$ cat config.mk
export PLATFORM = sky130hd
export DESIGN_NAME = ss_mult_controller
export DESIGN_NICKNAME = d
export VERILOG_FILES = /design/src/rtl/ss_mult_controller.sv
export SDC_FILE = /design/constraint.sdc
export NUM_CORES = 1
export LEC_CHECK = 0
export ABC_AREA = 1
export BUFFER_PORTS_ARGS = -buffer_cell sky130_fd_sc_hd__buf_2
export CAP_MARGIN = 40
export CORE_MARGIN = 8
export CORE_UTILIZATION = 28
export DETAILED_ROUTE_END_ITERATION = 6
export GPL_TIMING_DRIVEN = 0
export PLACE_DENSITY_LB_ADDON = 0.08
export RECOVER_POWER = 50
export SYNTH_ARGS = -nofsm -noshare
export SYNTH_HDL_FRONTEND = slang
export SYNTH_SLANG_ARGS = --single-unit
$ cat constraint.sdc
create_clock -name clk -period 2.12 [get_ports clk]
set_clock_uncertainty 0.1 [all_clocks]
set_input_delay 0.424 -clock clk [delete_from_list [all_inputs] [get_ports clk]]
set_output_delay 0.424 -clock clk [all_outputs]
set_load 0.03 [all_outputs]
$ cat src/rtl/ss_mult_controller.sv
// Stochastic multiplier stream controller: it latches the operands, runs two LFSRs for N
// cycles, and accumulates the product symbols. The result is returned with a valid/ready handshake.
module ss_mult_controller (
  input  logic        clk,
  input  logic        rst,
  input  logic        start,
  input  logic        abort,
  input  logic [1:0]  len_sel,
  input  logic [8:0]  x_in,
  input  logic [8:0]  y_in,
  output logic [8:0]  x_input,
  output logic [8:0]  y_input,
  output logic [7:0]  x_randnum,
  output logic [7:0]  y_randnum,
  input  logic [3:0]  z_ss,
  output logic        busy,
  output logic [11:0] result,
  output logic        result_valid,
  input  logic        result_ready
);

  typedef enum logic [1:0] {IDLE, RUN, DONE} state_t;

  localparam logic [7:0] X_SEED = 8'hA5;
  localparam logic [7:0] Y_SEED = 8'h3C;

  state_t      state;
  logic [7:0]  count;
  logic [7:0]  last;
  logic [11:0] acc;
  logic [11:0] acc_nxt;
  logic [7:0]  last_sel;
  logic [7:0]  x_step;
  logic [7:0]  y_step;

  assign acc_nxt = acc + {8'b0, z_ss};
  assign x_step  = {x_randnum[6:0], x_randnum[7] ^ x_randnum[5] ^ x_randnum[4] ^ x_randnum[3]};
  assign y_step  = {y_randnum[6:0], y_randnum[7] ^ y_randnum[3] ^ y_randnum[2] ^ y_randnum[1]};

  // Terminal count is N-1, so the count fits in 8 bits even when N is 256.
  always_comb begin
    last_sel = 8'd31;
    case (len_sel)
      2'b00: last_sel = 8'd31;
      2'b01: last_sel = 8'd63;
      2'b10: last_sel = 8'd127;
      2'b11: last_sel = 8'd255;
      default: last_sel = 8'd31;
    endcase
  end

  always_ff @(posedge clk or negedge rst) begin
    if (!rst) begin
      state        <= IDLE;
      busy         <= 1'b0;
      result_valid <= 1'b0;
      result       <= '0;
      acc          <= '0;
      count        <= '0;
      last         <= 8'd31;
      x_input      <= '0;
      y_input      <= '0;
      x_randnum    <= X_SEED;
      y_randnum    <= Y_SEED;
    end else begin
      case (state)
        IDLE: if (start) begin
          state     <= RUN;
          busy      <= 1'b1;
          x_input   <= x_in;
          y_input   <= y_in;
          last      <= last_sel;
          acc       <= '0;
          count     <= '0;
          x_randnum <= X_SEED;
          y_randnum <= Y_SEED;
        end
        RUN: if (abort) begin
          state <= IDLE;
          busy  <= 1'b0;
        end else begin
          acc       <= acc_nxt;
          count     <= count + 8'd1;
          x_randnum <= x_step;
          y_randnum <= y_step;
          // The final sample is folded in on the same edge that enters DONE.
          if (count == last) begin
            state        <= DONE;
            result       <= acc_nxt;
            result_valid <= 1'b1;
          end
        end
        DONE: if (result_ready) begin
          state        <= IDLE;
          busy         <= 1'b0;
          result_valid <= 1'b0;
        end
        default: begin
          state <= IDLE;
          busy  <= 1'b0;
        end
      endcase
    end
  end

endmodule
==> summary.txt <==
Yosys
  – Cell Area, Synth: 3440 sq um
  – Multiplexer fraction of the synthesized cell area: 0
  – Post-synthesis instance total: between 400 and 500
  – Number of synthesized register bits: 73
  – Simple-gate share of the synthesized area: 0.275
  – Net Count, Synth: 453
  – Biggest area contributors in the synthesized netlist: sky130_fd_sc_hd__dfrtp_1 47%, sky130_fd_sc_hd__nand2_1 19%, sky130_fd_sc_hd__dfstp_2 6.1%
  – Part of the Yosys area used for sequential elements: 0.534
  – Synth Area in Compound Gates: 0.0768
  – Post-synth top area share: 0.473
  – Synth warnings: 0
  – Share of flip-flops with an asynchronous set or reset after synthesis: 1.00
  – Arithmetic-cell share of the synthesized area counting full adders, half adders and majority gates: 0.0240
  – Largest family of logic cells by synthesized area: simple AND/OR/NAND/NOR gates
  – List of most frequent post-synthesis cells: 175 x sky130_fd_sc_hd__nand2_1, 65 x sky130_fd_sc_hd__dfrtp_1, 42 x sky130_fd_sc_hd__inv_1
  – Synthesized-area fraction occupied by xor and xnor cells: 0.0204
  – Synth unique cells: 32
  – Count leader, synth: sky130_fd_sc_hd__nand2_1
  – Yosys top cell by area: sky130_fd_sc_hd__dfrtp_1
  – Most used DFF post-synth: sky130_fd_sc_hd__dfrtp_1
  – Number of synthesized flops with an enable pin: 0
  – Post-Synthesis Mean Instance Area: around 8.2 sq um

Global route
  – Gr usage total: 0.121
  – Remaining global-route overflow: 0
  – Wire length of the first global-routing pass: 15300 um
  – Largest net degree at the start of global routing: 38
  – Via count of the first global-routing pass: 2951
  – Number of antenna violations at the first check in global routing: 0

Power and ir drop
  – Peak ir drop on the vdd network: 0.563 mV
  – Total power after layout: 5.85 mW
  – Leakage power figure: 2.20 nW
  – Pwr dens: 1380 nW/um^2

Placement
  – Total placed instance area: approximately 4000 sq um
  – Buffers on Ports: 76
  – Hpwl dp: 6810 um
  – Weighted congestion at the end of routability-driven global placement: 0.812
  – Setup Slack @ Placement: -136 ps

Timing
  – Number of max-slew violations in the final report: 0
  – Worst-case setup margin in the final layout: 152 ps
  – Worst Tran Pin Value: 975 ps
  – Fin crit share: 0.928
  – Final critical delay including setup and external delays: 1970 ps
  – Fin. Hold Viols: 0
  – Final Hold Slack: 179 ps
  – Achievable Freq: around 500 MHz
  – Finish-stage setup viols: 0
  – Worst rel slew slack: 0.350
  – Unrepaired setup endpoints after global routing: false

Detailed routing
  – Average wire per standard cell: 14.1 um
  – First-pass DRT Iterations: 4
  – Via count: 2976
  – Detailed router's first-iteration violation count: 144
  – DRC violation count after routing: 0
  – Number of antenna-violating nets in the routed design: 0
  – Via count normalized by instance count: 4.52
  – Final routed wirelength across all metal layers: 9300 um

Cells and area
  – Combined area of the multi-input logic cells: around 1400 sq um
  – Area growth, synth to finish: 23.4%
  – End-of-flow core utilization: 0.353
  – Final #Nets: 542
  – Area taken by flip-flops and latches: 1840 sq um
  – Proportion of layout cells with a drive suffix above 1: 0.182
  – Post-route cell area: 4240 sq um
  – Fillcell total: 1332
  – Final antenna diode count: 0

Flow run
  – Number of max-cap violations: 0

Worst setup path
  – Element type at the critical path start: flip-flop
  – Critical Path Sink Type: flip-flop
  – Required arrival time at the worst endpoint: between 2000 and 2500 ps
  – Max FO, Critical Path: 7
  – Critical path class: flip-flop to flip-flop
  – Data arrival time of the critical path: 2080 ps

Clock tree
  – CTS clk-pin slew, worst paths: 60 ps
  – Insertion delay to the later sink of the worst-skew pair: 340 ps
  – CTS H-tree depth: 3
  – Inserted Clock Buffers: 9
  – Clock Tree Buf Depth: 2
  – CTS tree: done
  – Clock net sink count: 73
  – Root buffer selected by CTS: sky130_fd_sc_hd__clkbuf_16

Die
  – Top Ports: slightly below 80
  – Area enclosed by the die boundary: between 15000 and 20000 sq um
  – Number of core rows: 40
  – DIE WIDTH: 127 um
  – Vertical die dimension: 127 um
  – Core region area: 12000 sq um
  – Initial standard-cell utilization of the core: 0.286

Status
  – Result of the run: finished clean

Min path
  – Worst min-delay path category: input port to flip-flop
## kinds of logic (layout without fill, tap and decap cells)
| kind of cell | count (synthesis) | count (layout) |
|---|---|---|
| AND/OR/NAND/NOR | 227 | 227 |
| buffers and inverters | 59 | 153 |
| flip-flops | 73 | 73 |
| XOR/XNOR | 8 | 8 |
| adder cells (fa/ha/maj) | 6 | 6 |
| AO/OA/AOI/OAI | 45 | 45 |
## flip-flops by register name, indices dropped and copies added (netlist names)
register	flops
acc	12
result	12
x_input	9
y_input	9
count	8
x_randnum	8
y_randnum	8
last	3
state	2
busy	1
result_valid	1
## per-stage QoR
step	setup TNS, ps	std cells
floorplan	0	418
global placement	-6300	641
CTS	0	659
global route	0	659
detailed placement	-660	642
finish	0	659
## where the power goes
part	internal, mW	switching, mW
clock network	0.793	0.565
registers	1.86	0.264
logic	0.673	1.70
total	3.32	2.53
## layout make-up
type / instances / area share
Timing Repair Buffer: 78 / 0.0855
Inverter: 49 / 0.0436
Tap cell: 147 / 0.0433
Sequential cell: 73 / 0.433
Clock inverter: 1 / 0.00118
Multi-Input combinational cell: 286 / 0.323
Clock buffer: 15 / 0.0584
Buffer: 10 / 0.0124
## critical path, cell delays in order, from the launching register on
cell,delay (ps)
sky130_fd_sc_hd__dfrtp_1,360
sky130_fd_sc_hd__ha_2,220
sky130_fd_sc_hd__inv_1,60
sky130_fd_sc_hd__fa_1,400
sky130_fd_sc_hd__nand3b_1,190
sky130_fd_sc_hd__nand2_2,170
sky130_fd_sc_hd__nand3_1,90
sky130_fd_sc_hd__nand2_1,70
sky130_fd_sc_hd__nand2_1,60
sky130_fd_sc_hd__nand2_1,50
sky130_fd_sc_hd__o21ai_0,70
## path summary, 6_finish.rpt
kind / start / to / slack [ps] / cells after the start
max: acc[0]$_DFFE_PN0P_ / acc[8]$_DFFE_PN0P_ / 150 / 10
min: y_in[6] / y_input[6]$_DFFE_PN0P_ / 180 / 3
max reg2reg: acc[0]$_DFFE_PN0P_ / acc[8]$_DFFE_PN0P_ / 150 / 10
min reg2reg: result[0]$_DFFE_PN0P_ / result[0]$_DFFE_PN0P_ / 370 / 2
max in group asynchronous: rst / y_randnum[5]$_DFFE_PN1P_ / 330 / 3
min in group asynchronous: rst / result[4]$_DFFE_PN0P_ / 670 / 2
## layer usage
| metal | share of wire | vias up | wire length (um) | global-route usage |
|---|---|---|---|---|
| met5 | 0 | - | 0 | 0 |
| met1 | 0.47 | 1420 | 4340 | 0.152 |
| met2 | 0.47 | 50 | 4340 | 0.187 |
| li1 | - | 1493 | - | - |
| met4 | 0.019 | 0 | 179 | 0.0609 |
| met3 | 0.047 | 13 | 440 | 0.0318 |
## cells in the final DEF (no fill, tap or decap), types with 2 or more instances in the layout
cell,netlist,layout
sky130_fd_sc_hd__buf_6,1,2
sky130_fd_sc_hd__inv_1,42,43
sky130_fd_sc_hd__xnor2_1,7,7
sky130_fd_sc_hd__nand2_1,175,174
sky130_fd_sc_hd__a22o_1,3,3
sky130_fd_sc_hd__nor2_1,13,13
sky130_fd_sc_hd__dfstp_2,8,8
sky130_fd_sc_hd__nand2_2,4,5
sky130_fd_sc_hd__clkinv_2,1,2
sky130_fd_sc_hd__clkbuf_16,0,9
sky130_fd_sc_hd__nor2_4,3,3
sky130_fd_sc_hd__dfrtp_1,65,65
sky130_fd_sc_hd__o21ai_0,20,20
sky130_fd_sc_hd__nand3_1,20,20
sky130_fd_sc_hd__a21oi_1,7,7
sky130_fd_sc_hd__o22ai_1,6,6
sky130_fd_sc_hd__nor2_2,4,4
sky130_fd_sc_hd__a22oi_1,6,6
sky130_fd_sc_hd__ha_1,5,4
sky130_fd_sc_hd__buf_2,6,50
sky130_fd_sc_hd__nand4_1,3,3
sky130_fd_sc_hd__clkbuf_1,3,40
sky130_fd_sc_hd__inv_2,6,5
## repair_timing
item                                    4_1_cts  5_1_grt
endpoints found under the setup margin        0        8
resized for setup                             0        2
buffers inserted                              0        0
hold endpoints to repair                     36        0
hold buffers                                  1        0
Note: power is estimated with default switching activity, not from simulation.
